**src/rtl/meter_pkg.sv**
```systemverilog
// Shared constants and BCD arithmetic helpers for the parking-meter time path.
package meter_pkg;

    localparam int unsigned DIG_W = 4;
    localparam int unsigned N_DIG = 4;
    localparam int unsigned BCD_W = DIG_W * N_DIG;

    localparam logic [BCD_W-1:0] ADD50          = 16'h0050;
    localparam logic [BCD_W-1:0] ADD150         = 16'h0150;
    localparam logic [BCD_W-1:0] ADD200         = 16'h0200;
    localparam logic [BCD_W-1:0] ADD500         = 16'h0500;
    localparam logic [BCD_W-1:0] PRE15          = 16'h0015;
    localparam logic [BCD_W-1:0] PRE185         = 16'h0185;
    localparam logic [BCD_W-1:0] BCD_MAX        = 16'h9999;
    localparam logic [BCD_W-1:0] LOW_THRESH_DEF = 16'h0200;

    // Digit-wise BCD add; a carry out of the top digit clamps to 9999.
    function automatic logic [BCD_W-1:0] bcd_add_sat(input logic [BCD_W-1:0] a,
                                                     input logic [BCD_W-1:0] b);
        logic [BCD_W-1:0] r;
        logic [DIG_W:0]   s;
        logic             c;
        r = '0;
        c = 1'b0;
        for (int i = 0; i < int'(N_DIG); i++) begin
            s = (DIG_W+1)'(a[i*DIG_W +: DIG_W]) + (DIG_W+1)'(b[i*DIG_W +: DIG_W])
              + (DIG_W+1)'(c);
            if (s > (DIG_W+1)'(9)) begin
                s = s - (DIG_W+1)'(10);
                c = 1'b1;
            end else begin
                c = 1'b0;
            end
            r[i*DIG_W +: DIG_W] = s[DIG_W-1:0];
        end
        if (c) begin
            r = BCD_MAX;
        end
        return r;
    endfunction

    // Digit-wise BCD decrement by one; caller must not pass 0000.
    function automatic logic [BCD_W-1:0] bcd_dec(input logic [BCD_W-1:0] a);
        logic [BCD_W-1:0] r;
        logic [DIG_W-1:0] d;
        logic             borrow;
        r      = a;
        borrow = 1'b1;
        for (int i = 0; i < int'(N_DIG); i++) begin
            d = a[i*DIG_W +: DIG_W];
            if (borrow) begin
                if (d == DIG_W'(0)) begin
                    d = DIG_W'(9);
                end else begin
                    d      = d - DIG_W'(1);
                    borrow = 1'b0;
                end
            end
            r[i*DIG_W +: DIG_W] = d;
        end
        return r;
    endfunction

endpackage

```
**src/rtl/meter_tick_gen.sv**
```systemverilog
// Half-second divider producing the 1 s tick and, with METER_BLINK_EN, the flash phases.
module meter_tick_gen #(
    parameter int unsigned CLK_HZ = 100000000
) (
    input  logic clk,
    input  logic clr_n,
    input  logic hold,
`ifdef METER_BLINK_EN
    output logic half_phase,
    output logic sec_phase,
`endif
    output logic tick_c
);

    localparam int unsigned HALF  = CLK_HZ / 2;
    localparam int unsigned CNT_W = (HALF > 1) ? $clog2(HALF) : 1;

    logic [CNT_W-1:0] cnt_q;
    logic             half_phase_q;
    logic             wrap_c;
    logic             half_tick_c;

    assign wrap_c      = (cnt_q == CNT_W'(HALF - 1));
    assign half_tick_c = wrap_c && !hold;
    // half_phase doubles as the divide-by-two that turns half ticks into seconds
    assign tick_c      = half_tick_c && half_phase_q;

    always_ff @(posedge clk or negedge clr_n) begin
        if (!clr_n) begin
            cnt_q        <= '0;
            half_phase_q <= 1'b0;
        end else if (hold) begin
            cnt_q        <= '0;
            half_phase_q <= 1'b0;
        end else if (half_tick_c) begin
            cnt_q        <= '0;
            half_phase_q <= ~half_phase_q;
        end else begin
            cnt_q <= cnt_q + CNT_W'(1);
        end
    end

`ifdef METER_BLINK_EN
    logic sec_phase_q;

    always_ff @(posedge clk or negedge clr_n) begin
        if (!clr_n) begin
            sec_phase_q <= 1'b0;
        end else if (hold) begin
            sec_phase_q <= 1'b0;
        end else if (tick_c) begin
            sec_phase_q <= ~sec_phase_q;
        end
    end

    assign half_phase = half_phase_q;
    assign sec_phase  = sec_phase_q;
`endif

endmodule

```
**src/rtl/meter_time_core.sv**
```systemverilog
// Parking-meter remaining-time register: presets, coin adds, 1 s countdown and flash control.
// Define METER_BLINK_EN to enable the blank flashing; otherwise blank is tied low.
module meter_time_core
    import meter_pkg::*;
#(
    parameter int unsigned CLK_HZ     = 100000000,
    parameter logic [15:0] LOW_THRESH = LOW_THRESH_DEF
) (
    input  logic       clk,
    input  logic       clr_n,
    input  logic       add50,
    input  logic       add150,
    input  logic       add200,
    input  logic       add500,
    input  logic       pre15,
    input  logic       pre185,
    output logic [3:0] bcd3,
    output logic [3:0] bcd2,
    output logic [3:0] bcd1,
    output logic [3:0] bcd0,
    output logic       blank,
    output logic       zero,
    output logic       low
);

    logic [BCD_W-1:0] t_q;
    logic [BCD_W-1:0] t_d;
    logic             pend_q;
    logic             pend_d;
    logic             preset_c;
    logic             add_c;
    logic [BCD_W-1:0] add_amt_c;
    logic             tick_c;

`ifdef METER_BLINK_EN
    logic half_phase;
    logic sec_phase;
`endif

    assign preset_c = pre15 || pre185;

    meter_tick_gen #(
        .CLK_HZ(CLK_HZ)
    ) u_tick_gen (
        .clk       (clk),
        .clr_n     (clr_n),
        .hold      (preset_c),
`ifdef METER_BLINK_EN
        .half_phase(half_phase),
        .sec_phase (sec_phase),
`endif
        .tick_c    (tick_c)
    );

    // One coin per cycle; larger coins win, the rest are dropped.
    always_comb begin
        add_c     = 1'b0;
        add_amt_c = '0;
        if (add500) begin
            add_c     = 1'b1;
            add_amt_c = ADD500;
        end else if (add200) begin
            add_c     = 1'b1;
            add_amt_c = ADD200;
        end else if (add150) begin
            add_c     = 1'b1;
            add_amt_c = ADD150;
        end else if (add50) begin
            add_c     = 1'b1;
            add_amt_c = ADD50;
        end
    end

    // A tick that collides with an add is parked in pend so the second is not lost.
    always_comb begin
        t_d    = t_q;
        pend_d = pend_q;
        if (preset_c) begin
            t_d    = pre15 ? PRE15 : PRE185;
            pend_d = 1'b0;
        end else if (add_c) begin
            t_d = bcd_add_sat(t_q, add_amt_c);
            if (tick_c) begin
                pend_d = 1'b1;
            end
        end else if (tick_c || pend_q) begin
            if (t_q != '0) begin
                t_d = bcd_dec(t_q);
            end
            pend_d = 1'b0;
        end
    end

    always_ff @(posedge clk or negedge clr_n) begin
        if (!clr_n) begin
            t_q    <= '0;
            pend_q <= 1'b0;
        end else begin
            t_q    <= t_d;
            pend_q <= pend_d;
        end
    end

    assign bcd3 = t_q[15:12];
    assign bcd2 = t_q[11:8];
    assign bcd1 = t_q[7:4];
    assign bcd0 = t_q[3:0];

    // Packed BCD orders the same as binary, so a plain compare works.
    assign zero = (t_q == '0);
    assign low  = !zero && (t_q < LOW_THRESH);

`ifdef METER_BLINK_EN
    assign blank = zero ? half_phase : (low ? sec_phase : 1'b0);
`else
    assign blank = 1'b0;
`endif

endmodule

```
**config.mk**
```make
export PLATFORM = sky130hd
export DESIGN_NAME = meter_time_core
export DESIGN_NICKNAME = d
export VERILOG_FILES = /design/src/rtl/meter_pkg.sv /design/src/rtl/meter_tick_gen.sv /design/src/rtl/meter_time_core.sv
export SDC_FILE = /design/constraint.sdc
export NUM_CORES = 1
export LEC_CHECK = 0
export CAP_MARGIN = 20
export CORE_MARGIN = 2
export CORE_UTILIZATION = 45
export DETAILED_ROUTE_END_ITERATION = 8
export HOLD_SLACK_MARGIN = 0.12
export PLACE_DENSITY = 0.74
export SYNTH_ARGS = -nofsm -noshare
export SYNTH_HDL_FRONTEND = slang
export SYNTH_SLANG_ARGS = --single-unit
```
**constraint.sdc**
```tcl
create_clock -name clk -period 9.05 [get_ports clk]
set_clock_uncertainty 0.2 [all_clocks]
set_input_delay 1.81 -clock clk [delete_from_list [all_inputs] [get_ports clk]]
set_output_delay 1.81 -clock clk [all_outputs]
set_load 0.02 [all_outputs]
```
# Word-level counts from Yosys, hierarchy flattened
# Cells that the tools add are included.
[totals]
ff_bits = 44
in_bits = 8
out_inout_bits = 19
word_cells = 117
[classes]
add_sub_neg = 16
order_cmp = 5
eq_ne = 2
n_mux = 62
n_bitwise = 1
n_reduce_logical = 24
[ops]
columns = ["op", "n"]
rows = [
  ["two-way mux 16 bit", 5],
  ["two-way mux 26 bit", 2],
  ["two-way mux 4 bit", 11],
  ["two-way mux 1 bit", 39],
  ["adder 26 x 1 -> 26 bit (second input constant)", 1],
  ["== test 26 bit (second input constant)", 1],
  ["greater-than comparator 5 x 4 -> 1 bit (second input constant)", 4],
  ["two-way mux 9 bit", 2],
  ["zero test 16 bit", 1],
  ["zero test 4 bit", 4],
  ["< comparator 16 x 10 -> 1 bit (second input constant)", 1],
  ["nonzero test 16 bit", 1],
  ["subtractor 4 x 1 -> 4 bit (second input constant)", 4],
  ["subtractor 4 bit (second input constant)", 4],
  ["adder 4 x 4 -> 5 bit", 3],
  ["adder 5 x 1 -> 5 bit", 3],
  ["nonzero test 3 bit", 5],
  ["two-way mux 11 bit", 1],
  ["two-way mux 10 bit", 1],
  ["AND reduction 3 bit", 3],
  ["two-way mux 7 bit", 1],
  ["adder 4 x 4 -> 5 bit (second input constant)", 1],
  ["AND reduction 2 bit", 2],
  ["logical AND 1 bit", 3],
  ["other kinds (5)", 7],
]

# Depth between registers and ports, before layout
[logic_depth]
word_depth = 27
depth_mapped = 27
mapped_depth_nobuf = 25

# By module
# A second synthesis with hierarchy kept.
[hier_totals]
cells_unflattened = 397
area_unflattened_um2 = 3405.8
[modules_own_cells]
columns = ["module", "instances", "cells_per_inst", "area_each_um2", "seq_area_each_um2"]
rows = [
  ["meter_time_core", 1, 247, 1990.7, 425.4],
  ["meter_tick_gen", 1, 150, 1415.1, 675.6],
]

# Least setup slack after synthesis
# Ideal clock, no wire load.
[synth_timing]
kind = "input to register"
startpoint = "input add150"
endpoint = "register t_q[7]"
setup_time_ns = 0.125
arrival_time_ns = 6.468
t_required_ns = 8.725
path_slack_ns = 2.257
path_stages = 22
n_path_buf = 1
cell_sequence = "nor2_1 -> nor3_1 -> fa_1 -> ha_1 -> nor4_1 -> a211o_1 -> a21oi_1 -> fa_1 -> fa_1 -> clkbuf_1 -> o21ai_0 -> a32oi_1 -> o31a_1 -> o21a_1 -> ha_1 -> ha_1 -> o21a_1 -> o32ai_1 -> nor2_1 -> a2111oi_0 -> o32ai_1 -> mux2_2"
[synth_between]
elab_chain_len = 26
word_cells_on_any_way = 37
classes_between = "add/sub: 7; order compare: 4; mux: 22; reduce/logical: 4"
[synth_lines]
columns = ["item", "line_no", "rtl"]
rows = [
  ["from (decl)", "meter_time_core.sv:12", "input logic add150,"],
  ["two-way mux 9 bit", "meter_time_core.sv:65", "end else if (add150) begin"],
  ["two-way mux 10 bit", "meter_time_core.sv:62", "end else if (add200) begin"],
  ["two-way mux 11 bit", "meter_time_core.sv:59", "if (add500) begin"],
  ["adder 4 x 4 -> 5 bit", "meter_pkg.sv:26", "s = (DIG_W+1)'(a[i*DIG_W +: DIG_W]) + (DIG_W+1)'(b[i*DIG_W +: DIG_W])"],
  ["greater-than comparator 5 x 4 -> 1 bit", "meter_pkg.sv:28", "if (s > (DIG_W+1)'(9)) begin"],
  ["two-way mux 1 bit", "meter_pkg.sv:28", ""],
  ["two-way mux 1 bit", "meter_time_core.sv:81", "end else if (add_c) begin"],
  ["two-way mux 1 bit", "meter_time_core.sv:78", "if (preset_c) begin"],
  ["[10 not listed]", "n/a", ""],
  ["adder 5 x 1 -> 5 bit", "meter_pkg.sv:27", "+ (DIG_W+1)'(c);"],
  ["greater-than comparator 5 x 4 -> 1 bit", "meter_pkg.sv:28", ""],
  ["two-way mux 1 bit", "meter_pkg.sv:28", ""],
  ["two-way mux 1 bit", "meter_time_core.sv:81", ""],
  ["two-way mux 1 bit", "meter_time_core.sv:78", ""],
  ["two-way mux 16 bit", "meter_pkg.sv:36", "if (c) begin"],
  ["two-way mux 16 bit", "meter_time_core.sv:81", ""],
  ["two-way mux 16 bit", "meter_time_core.sv:78", ""],
  ["to (signal assigned)", "meter_time_core.sv:99", "t_q <= t_d;"],
  ["to (decl)", "meter_time_core.sv:26", "logic [BCD_W-1:0] t_q;"],
]
# Parallel ways exist; a longest one is shown, timed or not. The select of a mux whose other input is x is not followed.
# A chain may end at the register's enable or synchronous reset.

# Worst setup path in the final report
[layout_timing]
startpoint = "input add500"
endpoint = "register t_q[7]"
[layout_between]
elab_chain_len = 24
word_cells_on_any_way = 33
classes_between = "add/sub: 7; order compare: 4; mux: 18; reduce/logical: 4"
[layout_lines]
columns = ["item", "line_no", "rtl"]
rows = [
  ["from (decl)", "meter_time_core.sv:14", "input logic add500,"],
  ["two-way mux 11 bit", "meter_time_core.sv:59", ""],
  ["adder 4 x 4 -> 5 bit", "meter_pkg.sv:26", ""],
  ["greater-than comparator 5 x 4 -> 1 bit", "meter_pkg.sv:28", ""],
  ["two-way mux 1 bit", "meter_pkg.sv:28", ""],
  ["two-way mux 1 bit", "meter_time_core.sv:81", ""],
  ["two-way mux 1 bit", "meter_time_core.sv:78", ""],
  ["adder 5 x 1 -> 5 bit", "meter_pkg.sv:27", ""],
  ["greater-than comparator 5 x 4 -> 1 bit", "meter_pkg.sv:28", ""],
  ["[8 not listed]", "n/a", ""],
  ["adder 5 x 1 -> 5 bit", "meter_pkg.sv:27", ""],
  ["greater-than comparator 5 x 4 -> 1 bit", "meter_pkg.sv:28", ""],
  ["two-way mux 1 bit", "meter_pkg.sv:28", ""],
  ["two-way mux 1 bit", "meter_time_core.sv:81", ""],
  ["two-way mux 1 bit", "meter_time_core.sv:78", ""],
  ["two-way mux 16 bit", "meter_pkg.sv:36", ""],
  ["two-way mux 16 bit", "meter_time_core.sv:81", ""],
  ["two-way mux 16 bit", "meter_time_core.sv:78", ""],
]
# Parallel ways exist; a longest one is shown, timed or not. The select of a mux whose other input is x is not followed.

==> run_results.csv <==
group,metric,value,unit
run_status,status,"finished, final reports clean",
setup_path,required,9.05,ns
floorplanning,die_area,8140,sq um
power_and_ir_drop,powerDensity,142,nW/um^2
logic_synthesis,synthCells,390,
drt,firstDrtPassIters,4,
final_layout,fin_util,52.8,%
final_layout,area_growth,13.9,%
power_and_ir_drop,peakVddDrop,0.0606,mV
logic_synthesis,synth_nets,419,
clock_network,cts-htree-levels,2,
power_and_ir_drop,cellLeakagePower,1.54,nW
final_layout,layout.nets,439,
logic_synthesis,synth_edf_count,0,
floorplanning,start_util,46.3,%
logic_synthesis,synth_area_leader_cell,"dfrtp_1",
sta,final.setup.tns,0,ns
clock_network,cts-resized-gates,0,
drt,ant_nets,0,
clock_network,cts_tree,"built",
setup_path,crit_path_end_kind,"register",
setup_path,critPathLaunchType,"input port",
floorplanning,die_h,90.2,microns
drt,drtIter0Drc,126,
setup_path,cp.arrival,7.61,ns
sta,setup-violations-final,0,
clock_network,cts_root_buf,"clkbuf_8",
place,gp_congestion,0.852,
logic_synthesis,synth_flop_cell,"dfrtp_1",
clock_network,clock-sinks,44,
drt,viasPerCell,5.75,
clock_network,hold_buffers,0,
floorplanning,io_pins,27,
clock_network,postCtsSetupRepairBufs,0,
sta,final_hold_viol_count,0,
final_layout,final_area,3810,sq um
global_routing,grt_max_degree,45,
place,hpwl,5660,microns
sta,slew_viol_final,0,
clock_network,path_clk_slew,0.09,ns
setup_path,crit_fanout,11,
sta,max_slew_margin,38.1,%
final_layout,layout_common_cells,"nor2_1 (55), dfrtp_1 (44), nand2_1 (26)",
logic_synthesis,async_flop_share,100,%
clock_network,clk-insertion-delay-late,0.31,ns
floorplanning,core_area,7210,sq um
place,dpl-instance-area,3660,sq um
global_routing,grt_overflow_total,0,
global_routing,grt_use_total,19.4,%
logic_synthesis,yosysTopAreaCellShare,32.9,%
final_layout,final_common_cell,"nor2_1",
power_and_ir_drop,power,0.000541,W
drt,totalWireLength,7830,microns
global_routing,grt_pass1_vias,2849,
clock_network,numCtsBuffers,5,
logic_synthesis,synth_seq_cells,44,
logic_synthesis,ys_seq_area_share,32.9,%
final_layout,drive_gt1_share,6.59,%
logic_synthesis,synth_cell_type_count,67,
sta,worst_pin_slew,0.928,ns
drt,drc,0,
logic_synthesis,synth.cell_area,3340,sq um
sta,finalCritPeriodShare,84.2,%
logic_synthesis,avgSynthCellArea,8.57,sq um
final_layout,n_antenna_cell,0,
logic_synthesis,ys_warn_count,0,
sta,worst_hold_slack,0.320,ns
drt,wl_per_cell,15.4,microns
floorplanning,num_rows,31,
job,drv_cap,0,
global_routing,grt_pass1_wl,13100,microns
drt,vias,2929,
global_routing,grt_antenna_before_repair,0,
logic_synthesis,synthTopCellsByArea,"dfrtp_1 (33%), ha_1 (6.7%), nor2_1 (6.2%)",
sta,timing.final.crit_period,7.62,ns
floorplanning,die_w,90.2,microns
setup_path,critPathKind,"input port to register",
place,port_buffers,25,
sta,grt_setup_unrepaired,"false",
final_layout,fill_cells,685,
hold_path,hold_class,"register to register",
clock_network,clockBufferDepth,2,
sta,fmax,0.131,GHz
## metrics by stage
stage	setup slack, ns	std cells
global route	1.11	509
floorplan	2.26	390
detailed placement	1.19	501
CTS	1.48	508
finish	1.43	509
global placement	1.47	501
## cells in the mapped netlist, types with 4 or more instances
master,number
a211oi_1,4
a21oi_1,18
a31oi_1,9
and2_1,4
buf_2,4
clkbuf_1,9
dfrtp_1,44
ha_1,18
inv_1,24
nand2_1,26
nand3_1,22
nand4_1,5
nor2_1,55
nor3_1,9
nor3b_1,4
nor4_1,5
o21a_1,4
o21ai_0,16
o21ai_1,4
or3b_2,4
or4_1,5
xnor2_1,14
xor2_1,14
## path summary, 6_finish.rpt
path | from | end | slack, ns | depth (start not counted)
hold reg to reg | u_tick_gen.cnt_q[0]$_DFF_PN0_ | u_tick_gen.cnt_q[0]$_DFF_PN0_ | 0.32 | 1
setup / recovery | add500 | t_q[7]$_DFFE_PN0P_ | 1.43 | 21
min in group asynchronous | clr_n | u_tick_gen.cnt_q[2]$_DFF_PN0_ | 1.21 | 1
setup reg to reg | t_q[1]$_DFFE_PN0P_ | t_q[7]$_DFFE_PN0P_ | 2.38 | 25
hold / removal | u_tick_gen.cnt_q[0]$_DFF_PN0_ | u_tick_gen.cnt_q[0]$_DFF_PN0_ | 0.32 | 1
max in group asynchronous | clr_n | t_q[15]$_DFFE_PN0P_ | 6.96 | 2
## state kept, by name, indices dropped and copies added, names as in the netlist
name,flops
u_tick_gen.cnt_q,26
pend_q,1
t_q,16
u_tick_gen.half_phase_q,1
## kinds of logic (layout without fill, tap and decap cells)
group	after synthesis	after routing	share of synthesized area [%]
xor gates and xnor gates	28	28	7.34
other	1	1	0.112
and+or+nand+nor	162	162	25.4
buffers and inverters	38	58	4.53
adders and majority gates	21	21	8.53
muxes	4	4	1.27
DFF	44	44	32.9
AOI/OAI and AO/OA	92	92	19.9
## critical path, cell delays in order
cell	delay, ns
clkdlybuf4s50_1	0.56
nor3_1	0.12
fa_1	0.49
ha_1	0.39
nor4_1	0.42
a211o_1	0.16
a21oi_1	0.06
fa_1	0.45
fa_1	0.55
nor2_1	0.20
a32oi_1	0.12
o31a_1	0.12
o21a_1	0.14
ha_1	0.22
ha_1	0.31
o21a_1	0.18
o32ai_1	0.18
nor2_1	0.25
a2111oi_0	0.45
o32ai_1	0.14
mux2_2	0.28
## final cells by class
cell class,count,area (sq um),area share (%)
multi-input cells,308,2090,54.9
flip-flops and latches,44,1100,28.9
repair buffers,27,273,7.16
well taps,99,124,3.25
inverters,24,90.1,2.37
clock buffers,5,68.8,1.81
clock inverters,2,60.1,1.58
## where the power goes
group,leakage (nW),switching [W],internal [W]
clock,0.0642,0.0000695,0.000109
combinational,0.876,0.0000865,0.0000595
sequential,0.595,0.0000141,0.000203
## per-layer routing
| layer | vias up | global-route usage [%] | share of wire (%) |
|---|---|---|---|
| met5 | - | 0 | 0 |
| met4 | 0 | 5.51 | 1.5 |
| met3 | 12 | 4.11 | 3.0 |
| met2 | 53 | 33.3 | 50 |
| met1 | 1408 | 24.8 | 46 |
| li1 | 1456 | - | - |
Power figures use the tool's default switching activity.
